[src/rtl/uart_ctrl_pkg.sv]
// rtl/uart_ctrl_pkg.sv - shared types and constants for the UART transmit arbiter
package uart_ctrl_pkg;

    localparam int UART_BYTE_W      = 8;
    localparam int DEF_BUSY_TIMEOUT = 64;

    typedef enum logic [2:0] {
        ST_IDLE,
        ST_LOAD,
        ST_TRIG,
        ST_WAIT_BUSY,
        ST_WAIT_DONE,
        ST_DONE
    } arb_state_t;

endpackage

[src/rtl/rr_pick.sv]
// rtl/rr_pick.sv - combinational round-robin priority select starting at ptr
module rr_pick #(
    parameter int N_REQ = 4,
    parameter int PW    = $clog2(N_REQ)
) (
    input  logic [N_REQ-1:0] req,
    input  logic [PW-1:0]    ptr,
    output logic [N_REQ-1:0] pick,
    output logic [PW-1:0]    idx,
    output logic             any
);

    function automatic int wrap_idx(input int base, input int k);
        return (base + k) % N_REQ;
    endfunction

    // any doubles as the "already found" flag so only the first hit wins
    always_comb begin
        pick = '0;
        idx  = '0;
        any  = 1'b0;
        for (int k = 0; k < N_REQ; k++) begin
            if (!any && req[wrap_idx(int'(ptr), k)]) begin
                any                          = 1'b1;
                pick[wrap_idx(int'(ptr), k)] = 1'b1;
                idx                          = PW'(wrap_idx(int'(ptr), k));
            end
        end
    end

endmodule

[src/rtl/uart_tx_arbiter.sv]
// rtl/uart_tx_arbiter.sv - round-robin sharing of one byte UART transmitter among N_REQ producers
module uart_tx_arbiter
    import uart_ctrl_pkg::*;
#(
    parameter int N_REQ        = 4,
    parameter int TRIG_LEN     = 2,
    parameter int BUSY_TIMEOUT = DEF_BUSY_TIMEOUT
) (
    input  logic                         clk,
    input  logic                         rst_n,
    input  logic [N_REQ-1:0]             req,
    input  logic [UART_BYTE_W*N_REQ-1:0] req_data,
    output logic [N_REQ-1:0]             grant,
    output logic [N_REQ-1:0]             done,
    output logic                         err,
    output logic [UART_BYTE_W-1:0]       uart_data,
    output logic                         uart_trig,
    input  logic                         uart_busy
);

    localparam int PW  = $clog2(N_REQ);
    localparam int TCW = $clog2(TRIG_LEN + 1);
    localparam int TOW = 7;

    arb_state_t       state, next_state;
    logic [PW-1:0]    ptr, win_idx, pick_idx;
    logic [N_REQ-1:0] pick_onehot;
    logic             pick_any;
    logic [TCW-1:0]   trig_cnt;
    logic [TOW-1:0]   to_cnt;
    logic             trig_active;
    logic             timeout;

    rr_pick #(
        .N_REQ (N_REQ),
        .PW    (PW)
    ) u_pick (
        .req  (req),
        .ptr  (ptr),
        .pick (pick_onehot),
        .idx  (pick_idx),
        .any  (pick_any)
    );

    // trig is registered, so TRIG lasts one cycle longer than the pulse it produces
    assign trig_active = (state == ST_TRIG) && (trig_cnt != TCW'(TRIG_LEN));
    assign timeout     = (state == ST_WAIT_BUSY) && !uart_busy &&
                         (to_cnt >= TOW'(BUSY_TIMEOUT - 1));

    always_comb begin
        next_state = state;
        case (state)
            ST_IDLE:      if (pick_any && !uart_busy) next_state = ST_LOAD;
            ST_LOAD:      next_state = ST_TRIG;
            ST_TRIG:      if (!trig_active) next_state = ST_WAIT_BUSY;
            ST_WAIT_BUSY: begin
                if (uart_busy)    next_state = ST_WAIT_DONE;
                else if (timeout) next_state = ST_DONE;
            end
            ST_WAIT_DONE: if (!uart_busy) next_state = ST_DONE;
            ST_DONE:      next_state = ST_IDLE;
            default:      next_state = ST_IDLE;
        endcase
    end

    always_ff @(posedge clk) begin
        if (!rst_n) begin
            state     <= ST_IDLE;
            ptr       <= '0;
            win_idx   <= '0;
            grant     <= '0;
            done      <= '0;
            err       <= 1'b0;
            uart_data <= '0;
            uart_trig <= 1'b0;
            trig_cnt  <= '0;
            to_cnt    <= '0;
        end else begin
            state     <= next_state;
            uart_trig <= trig_active;
            done      <= (next_state == ST_DONE) ? grant : '0;
            err       <= timeout;

            if (state == ST_TRIG) begin
                if (trig_active) trig_cnt <= trig_cnt + 1'b1;
            end else begin
                trig_cnt <= '0;
            end

            if (state != ST_WAIT_BUSY) begin
                to_cnt <= '0;
            end else if (to_cnt != '1) begin
                to_cnt <= to_cnt + 1'b1;
            end

            case (state)
                ST_IDLE: begin
                    if (next_state == ST_LOAD) begin
                        win_idx <= pick_idx;
                        grant   <= pick_onehot;
                    end
                end
                ST_LOAD: uart_data <= req_data[win_idx*UART_BYTE_W +: UART_BYTE_W];
                ST_DONE: begin
                    grant <= '0;
                    ptr   <= (win_idx == PW'(N_REQ - 1)) ? '0 : win_idx + 1'b1;
                end
                default: ;
            endcase
        end
    end

endmodule

[config.mk]
export PLATFORM = sky130hd
export DESIGN_NAME = uart_tx_arbiter
export DESIGN_NICKNAME = d
export VERILOG_FILES = /design/src/rtl/uart_ctrl_pkg.sv /design/src/rtl/rr_pick.sv /design/src/rtl/uart_tx_arbiter.sv
export SDC_FILE = /design/constraint.sdc
export NUM_CORES = 1
export LEC_CHECK = 0
export CELL_PAD_IN_SITES_DETAIL_PLACEMENT = 1
export CELL_PAD_IN_SITES_GLOBAL_PLACEMENT = 2
export CORE_ASPECT_RATIO = 0.6
export CORE_MARGIN = 2
export CORE_UTILIZATION = 31
export CTS_CLUSTER_DIAMETER = 50
export DETAILED_ROUTE_END_ITERATION = 8
export PLACE_DENSITY_LB_ADDON = 0.1
export SKIP_CTS_REPAIR_TIMING = 1
export SYNTH_ARGS = -nofsm -noshare
export SYNTH_HDL_FRONTEND = slang
export SYNTH_SLANG_ARGS = --single-unit
[constraint.sdc]
create_clock -name clk -period 7.3 [get_ports clk]
set_clock_uncertainty 0.1 [all_clocks]
set_input_delay 0.73 -clock clk [delete_from_list [all_inputs] [get_ports clk]]
set_output_delay 0.73 -clock clk [all_outputs]
set_load 0.01 [all_outputs]
## Word-level counts from Yosys, hierarchy flattened

Index checks and enable logic that the tools add are counted.

| cells by class | value |
|---|---|
| reduce and logical (&&, ||, !) cells | 25 |
| order comparisons | 9 |
| shift-type cells | 1 |
| bitwise logic cells | 7 |
| mux-type cells | 40 |
| add/subtract/negate cells | 6 |
| equal/unequal tests | 12 |

Operator list:

| kind | count |
|---|---|
| $shiftx 32x6->8 | 1 |
| $mux 4 | 5 |
| $mux 1 | 15 |
| $mux 3 | 5 |
| $pmux 3 s5 | 1 |
| $lt 3x4->1 const B | 3 |
| $or 4x4->4 | 3 |
| $logic_and 1x1->1 | 11 |
| $mux 2 | 5 |
| $eq 3x3->1 const B | 3 |
| $ge 3x1->1 const B | 3 |
| $bmux 1 s2 | 4 |
| $demux 1 s2 | 4 |
| $pmux 4 s2 | 1 |
| $reduce_and 2->1 | 4 |
| $reduce_or 2->1 | 4 |
| $add 7x1->7 const B | 1 |
| $ge 7x6->1 const B | 1 |
| $ne 7x7->1 const B | 1 |
| $add 2x1->2 const B | 3 |
| $eq 3x1->1 const B | 2 |
| $eq 3x2->1 const B | 2 |
| $add 2x2->2 const B | 2 |
| $logic_not 1->1 | 4 |
| other kinds (9) | 12 |

| word-level totals | value |
|---|---|
| output and inout bits | 18 |
| input port bits | 39 |
| register bits | 34 |

## Depth between registers and ports, before layout

Gate-level depths: netlist of the first run.

| depth | value |
|---|---|
| word-level depth | 20 |
| mapped depth | 9 |

## Cells and area by module

Synthesis of the first run repeated with hierarchy kept, for this count alone.

| unflattened totals | value |
|---|---|
| cell total of the unflattened synthesis | 211 |
| area total of the unflattened synthesis | 2068.2 sq um |

Modules (own cells, without submodules):

| module | sequential area each (sq um) | cells an instance | times used | area an instance (sq um) |
|---|---|---|---|---|
| uart_tx_arbiter | 680.7 | 166 | 1 | 1649.1 |
| rr_pick | 0.0 | 45 | 1 | 419.2 |

## Worst setup path before layout of the first run

OpenSTA, ideal clock, no wires.

| timing path | value |
|---|---|
| path kind | reg-to-reg |
| from | reg ptr[0] |
| to | reg grant[0] |
| buffers on the path | 1 |
| cell stages (with the launch flop) | 9 |
| path slack | 4.948 ns |
| library setup time | 0.086 ns |
| arrival | 2.166 ns |
| path through | dfxtp_1 -> buf_2 -> inv_1 -> ha_1 -> or2b_1 -> o22a_1 -> o31ai_4 -> a22oi_1 -> a211oi_1 |

| between the ends | value |
|---|---|
| cells in the longest elaborated chain, start to end | 18 |

Ends and longest elaborated chain:

| what | RTL line | source |
|---|---|---|
| from (decl) | uart_tx_arbiter.sv:26 | `logic [PW-1:0] ptr, win_idx, pick_idx;` |
| from (signal assigned) | uart_tx_arbiter.sv:106 | `ptr <= (win_idx == PW'(N_REQ - 1)) ? '0 : win_idx + 1'b1;` |
| $add 2x1->2 / $bmux 1 s2 (equally long branches) | rr_pick.sv:14, rr_pick.sv:23 |  |
| $bmux 1 s2 / $mux 1 (equally long branches) | rr_pick.sv:23 | `if (!any && req[wrap_idx(int'(ptr), k)]) begin` |
| $mux 1 (not written as such) | rr_pick.sv:23 |  |
| $mux 1 (not written as such) / $logic_not 1->1 (equally long branches) | rr_pick.sv:23 |  |
| $logic_and 1x1->1 | rr_pick.sv:23 |  |
| $mux 1 | rr_pick.sv:23 |  |
| $logic_not 1->1 | rr_pick.sv:23 |  |
| $logic_and 1x1->1 | rr_pick.sv:23 |  |
| (+2 left out) | -- |  |
| $logic_and 1x1->1 | rr_pick.sv:23 |  |
| $mux 1 | rr_pick.sv:23 |  |
| $logic_and 1x1->1 | uart_tx_arbiter.sv:53 | `ST_IDLE: if (pick_any && !uart_busy) next_state = ST_LOAD;` |
| $mux 3 | uart_tx_arbiter.sv:53 |  |
| $pmux 3 s5 | uart_tx_arbiter.sv:52 | `case (state)` |
| $eq 3x1->1 | uart_tx_arbiter.sv:98 | `if (next_state == ST_LOAD) begin` |
| $ne 2x2->1 (no source line) | -- |  |
| $reduce_and 2->1 (no source line) | -- |  |
| to (signal assigned) | uart_tx_arbiter.sv:100 | `grant <= pick_onehot;` |
| to (decl) | uart_tx_arbiter.sv:13 | `output logic [N_REQ-1:0] grant,` |

Several ways; a longest one is shown, not always the timed one. The select of a mux whose other input is x is not followed.
A chain may end at the register's enable or synchronous reset.

## Worst setup path in the final report of the first run

| timing path | value |
|---|---|
| from | reg ptr[1] |
| to | reg grant[1] |

Same word-level chain as after synthesis.

==> results.ini, run 1 <==
[min_path]
min_from=uart_data[5]
min_path_type=reg2reg

[logic_synthesis]
synth_edf_count=0
yosys.area.top_type=dfxtp_1
yosysWarnings=0
synth-main-ff-cell=dfxtp_1
synth_top_cells_by_area=dfxtp_1 (32%), mux4_2 (11%), ha_1 (6.5%)
synth_nets=278
synth_top_area_share_pct=32.36
ys_seq_area_share_pct=32.36
synth_cells=228
syn_avg_cell_area_um2=9.225
synth_area_mm2=0.002103
synth.most_common_cell=dfxtp_1
synthDistinctLibCells=48
postSynth.asyncResetShare_pct=0
ys_seq_elements=34
synth_commonest_cells=dfxtp_1 (34), nand2_1 (27), nor2_1 (22)

[critical_path]
cp.required_ps=7390
r2r-start=ptr[1]
critPathKind=reg2reg
critPathLaunch=ptr[1]
worstPathMaxFanout=11
crit_path_start_kind=register
arrival_ps=2910
endpoint_kind=register

[die]
die_area_mm2=0.007482
initial_core_util_pct=31.78
core_region_area_mm2=0.006619
io_pins=57
die_y_um=67.81
row_count=23
die_w_um=110.3

[drt]
drt-vias-per-instance=5.044
ant_nets=0
drtIter0Drc=56
first_pass_iters=4
routed_wl_um=5525
drc=0
num_vias=1836
avgRoutedWirePerCell_um=15.18

[clock_tree]
cts_tree=done
cts.htree.levels=2
clock_latency_ps=270
cts_made_buffers=5
cts_buffer_depth=2
clk_pin_slew_ps=50
root_buffer=clkbuf_16
cts.sinks=34

[cells_and_area]
regArea_um2=680.7
drive_gt1_share_pct=9.025
multiInputGateArea_mm2=0.001286
fillers=779
finalNetCount=327
final_cells=364
syn_to_final_growth_pct=33.37
n_antenna_cell=0
fin_util_pct=42.38

[power_and_ir_drop]
peakVddDrop_uv=93.85
powerDensity_mw_per_mm2=171.4
p_leak_nw=1.032

[sta]
relSlewSlack_pct=36.21
worst_pin_slew_ps=954.8
final.min_clock_period_ps=2825
rsz0062_at_grt=no
fin_crit_sh_pct=38.71
clock.fmax_ghz=0.3539
finalMaxSlewViolations=0
setup_tns_ps=0
hold_viol=0
setup_viol=0

[global_routing]
grt_first_pass_wirelength_um=9190
antenna_found_initial=0
grt-ovfl-total=0
grtUsageTotal_pct=16.27
grt_max_degree=18
grt_pass1_vias=1885

[run]
maxCapViolCount=0

[placement]
place_inst=357
dp_hpwl_um=4288
gp_congestion=0.7052
port_buffers=56

[run_status]
status=completed

power breakdown:
| group | switching (mW) | internal [mW] |
|---|---|---|
| logic | 0.0311 | 0.0485 |
| clock network | 0.0747 | 0.123 |
| registers | 0.0103 | 0.193 |
| total | 0.116 | 0.365 |
registers in the layout, indices dropped and copies added, names as in the netlist:
| signal | count |
|---|---|
| uart_data | 8 |
| to_cnt | 7 |
| done | 4 |
| grant | 4 |
| state | 3 |
| ptr | 2 |
| trig_cnt | 2 |
| win_idx | 2 |
| err | 1 |
| uart_trig | 1 |
worst max-delay path: stages (launching register included):
cell and delay, ps:
dfxtp_1 630, inv_1 240, ha_1 490, or2b_1 290, o22a_1 230, o31ai_4 370
a22oi_1 150, a211oi_1 240
metal layers:
| layer | up-vias | global-route usage, % | part of all wire (%) |
|---|---|---|---|
| li1 | 918 | - | - |
| met2 | 50 | 23.62 | 41 |
| met5 | - | 0 | 0 |
| met3 | 6 | 5.695 | 6.5 |
| met4 | 0 | 5.156 | 1.3 |
| met1 | 862 | 22.53 | 51 |
path summary, 6_finish.rpt:
path | endpoint | slack [ps] | depth (start not counted)
hold reg to reg | uart_data[5] | 370 | 2
setup reg to reg | grant[1] | 4470 | 7
hold / removal | uart_data[5] | 370 | 2
setup / recovery | grant[1] | 4470 | 7
layout by cell type, fill, tap and decap left out, types with 7 or more instances in the layout:
cell              n
a21oi_1           9
ha_1             11
nand2_1          27
a21boi_0          8
clkdlybuf4s50_1  56
dfxtp_1          34
mux4_2           10
inv_1             7
nor2_1           22
cell type report:
class	count	area share (%)
Clock buffer	5	4.460
Timing Repair Buffer	57	20.25
Sequential cell	34	24.26
Clock inverter	2	0.3568
Tap cell	87	3.880
Inverter	7	0.9367
Multi-Input combinational cell	172	45.85
through the flow:
| step | setup WS (ps) | hold WS [ps] | area [µm²] | total power, mW |
|---|---|---|---|---|
| after detailed placement | 4435 | 365.8 | 2670 | 0.2878 |
| after global routing | 4301 | 411.8 | 2805 | 0.5083 |
| after global placement | 4499 | 356.4 | 2670 | 0.2864 |
| after CTS | 4502 | 376.6 | 2805 | 0.4898 |
| final | 4475 | 371.1 | 2805 | 0.4807 |
| after floorplan | 4948 | 358.5 | 2103 | 0.2497 |
kinds of logic after synthesis:
| family | share of synthesized area (%) |
|---|---|
| compound gates | 16.78 |
| xor+xnor | 1.666 |
| fa+ha+maj | 6.544 |
| buf+inv | 6.484 |
| flops | 32.36 |
| mux | 14.81 |
| simple gates | 21.36 |
Power figures use the tool's default switching activity.
==> inputs of run 2 (changes only) <==
Settings changed: CORE_UTILIZATION 31 to 29.
Clock period 7.3 ns to 2.95 ns, I/O delays scaled along.
==> run 2 against run 1 <==
Compared with the run above:
- cell count rose by 1.6%
- clock-buffer cell count did not move
- combinational power rose to 2.6 times the previous value
- sequential power rose by 150%
- flip-flop and latch count did not move
- clock power rose to 3.0 times the previous value
- largest power group is now the clock network
- highest routed layer unchanged
==> results.ini, run 2 (same netlist as run 1, synthesis figures left out) <==
[power_and_ir_drop]
clkPwrFrac_pct=46.0  ; +4.9 points
p_comb_share_pct=15.6  ; -1.0 points
power_switching_mw=0.3085  ; +170%
powerDensity_mw_per_mm2=454.5  ; +170%
p_leak_nw=1.065  ; +3.2%
power.internal_mw=0.9994  ; +170%
peakVddDrop_uv=179.1  ; +91%
pwr-share-seq_pct=38.4  ; -3.9 points
swShare_pct=23.59  ; -0.56 points

[die]
die_w_um=113.9  ; +3.3%
initial_core_util_pct=30.71  ; -1.1 points
core_region_area_mm2=0.006849  ; +3.5%
die_y_um=69.97  ; +3.2%
io_pins=57  ; unchanged
die_area_mm2=0.007972  ; +6.6%
row_count=23  ; unchanged

[drt]
num_vias=1889  ; +2.9%
drc=0  ; unchanged
ant_nets=0  ; unchanged
first_pass_iters=4  ; unchanged
drt-vias-per-instance=5.105  ; +1.2%
routed_wl_um=5650  ; +2.3%
drtIter0Drc=86  ; +54%
avgRoutedWirePerCell_um=15.27  ; +0.60%

[global_routing]
antenna_found_initial=0  ; unchanged
grt_max_degree=17  ; -1
grt_pass1_vias=1886  ; +0.053%
grt_first_pass_wirelength_um=9404  ; +2.3%
grt-ovfl-total=0  ; unchanged
grtUsageTotal_pct=14.90  ; -1.4 points

[critical_path]
rrSetupSlack_ps=630  ; -3840 ps
arrival_ps=2350  ; -560 ps
worstPathMaxFanout=10  ; -1
cp.required_ps=2990  ; -4400 ps
endpoint_kind=register
critPathKind=reg2reg
crit_chain=inv_1 -> ha_1 -> buf_4 -> mux4_2 -> a2111oi_0 -> nor3_1
crit_path_start_kind=register
cp_slowest_cell=a2111oi_0
max_stage_delay_ps=520  ; -110 ps

[run]
maxCapViolCount=0  ; unchanged

[run_status]
status=completed

[sta]
setup_viol=0  ; unchanged
hold_viol=0  ; unchanged
worst_pin_slew_ps=646.6  ; -308.2 ps
relSlewSlack_pct=56.84  ; +21 points
rsz0062_at_grt=no
fin_crit_sh_pct=78.50  ; +40 points
setup_tns_ps=0  ; unchanged
clock.fmax_ghz=0.4318  ; +22%
final.min_clock_period_ps=2316  ; -509.8 ps
hold_slack_ps=358.9  ; -12.23 ps
finalMaxSlewViolations=0  ; unchanged

[cells_and_area]
finalNetCount=332  ; +1.5%
largest_register_ffs=8  ; unchanged
n_antenna_cell=0  ; unchanged
largestRegisters=uart_data x8, to_cnt x7
final_cell_mix=clkdlybuf4s50_1 (56), dfxtp_1 (34), nand2_1 (27)
syn_to_final_growth_pct=36.82
finalInstanceArea_mm2=0.002878  ; +2.6%
drive_gt1_share_pct=10.95  ; +1.9 points
fillers=806  ; +3.5%
final_common_cell=clkdlybuf4s50_1
top_register=uart_data

[clock_tree]
clk_pin_slew_ps=50  ; about the same
cts.sinks=34  ; unchanged
root_buffer=clkbuf_16
cts_tree=done
clock_latency_ps=280  ; about the same
cts_made_buffers=5  ; unchanged
cts_buffer_depth=2  ; unchanged
cts.htree.levels=2  ; unchanged

[min_path]
min_path_type=reg2reg

[placement]
gp_congestion=0.7782  ; +10%
dp_hpwl_um=4430  ; +3.3%
placed_cell_area_mm2=0.002708  ; +1.4%
port_buffers=56  ; unchanged

[run 2: cell types whose count changed in the layout (fill, tap and decap cells not counted), sizes merged]
cell / change
buf: +5
bufinv: +1
clkinv: -2
clkinvlp: +2
[run 2: path summary, 6_finish.rpt]
check,cells past startpoint,to,start
max reg2reg,6,win_idx[0],ptr[0]
min reg2reg,2,uart_data[0],uart_data[0]
max,6,win_idx[0],ptr[0]
min,2,uart_data[0],uart_data[0]
[run 2: power groups by stage]
stage	clock network, mW	logic, mW	registers (mW)
finish	0.602	0.204	0.502
global route	0.645	0.223	0.506
CTS	0.617	0.206	0.503
detailed placement	0	0.205	0.513
global placement	0	0.204	0.512
floorplan	0	0.116	0.502
[run 2: layer usage]
layer | GRT usage [%] | wire length, µm
met1 | 21.43 | 2925
met2 | 20.37 | 2177
met3 | 5.903 | 513
met4 | 4.065 | 34
met5 | 0 | 0
[run 2: worst max-delay path, delay by kind of cell, from the launching register on]
family,cells,cell delay [ps]
AND/OR/NAND/NOR,1,110
AO/OA/AOI/OAI,1,520
flip-flops,1,320
multiplexers,1,420
buffers and inverters,2,320
adder cells (fa/ha/maj),1,390
[run 2: stage by stage]
step                      power (mW)  instances  util [%]  setup WS, ps
after global routing           1.374        370     42.02         523.2
final                          1.308        370     42.02         634.4
after detailed placement      0.7184        362     39.53         513.9
after global placement        0.7160        362     39.53         591.7
after floorplan               0.6178        228         -         598.0
after CTS                      1.326        370     42.02         654.8
[run 2: final cells by class]
| type | instances | area [µm²] | share of cell area [%] |
|---|---|---|---|
| sequential | 34 | 680.7 | 23.65 |
| tap | 87 | 108.9 | 3.783 |
| timing repair buffer | 62 | 605.6 | 21.04 |
| multi-input combinational | 172 | 1286 | 44.70 |
| clock buffer | 5 | 125.1 | 4.348 |
| clock inverter | 3 | 45.04 | 1.565 |
| inverter | 7 | 26.28 | 0.9130 |
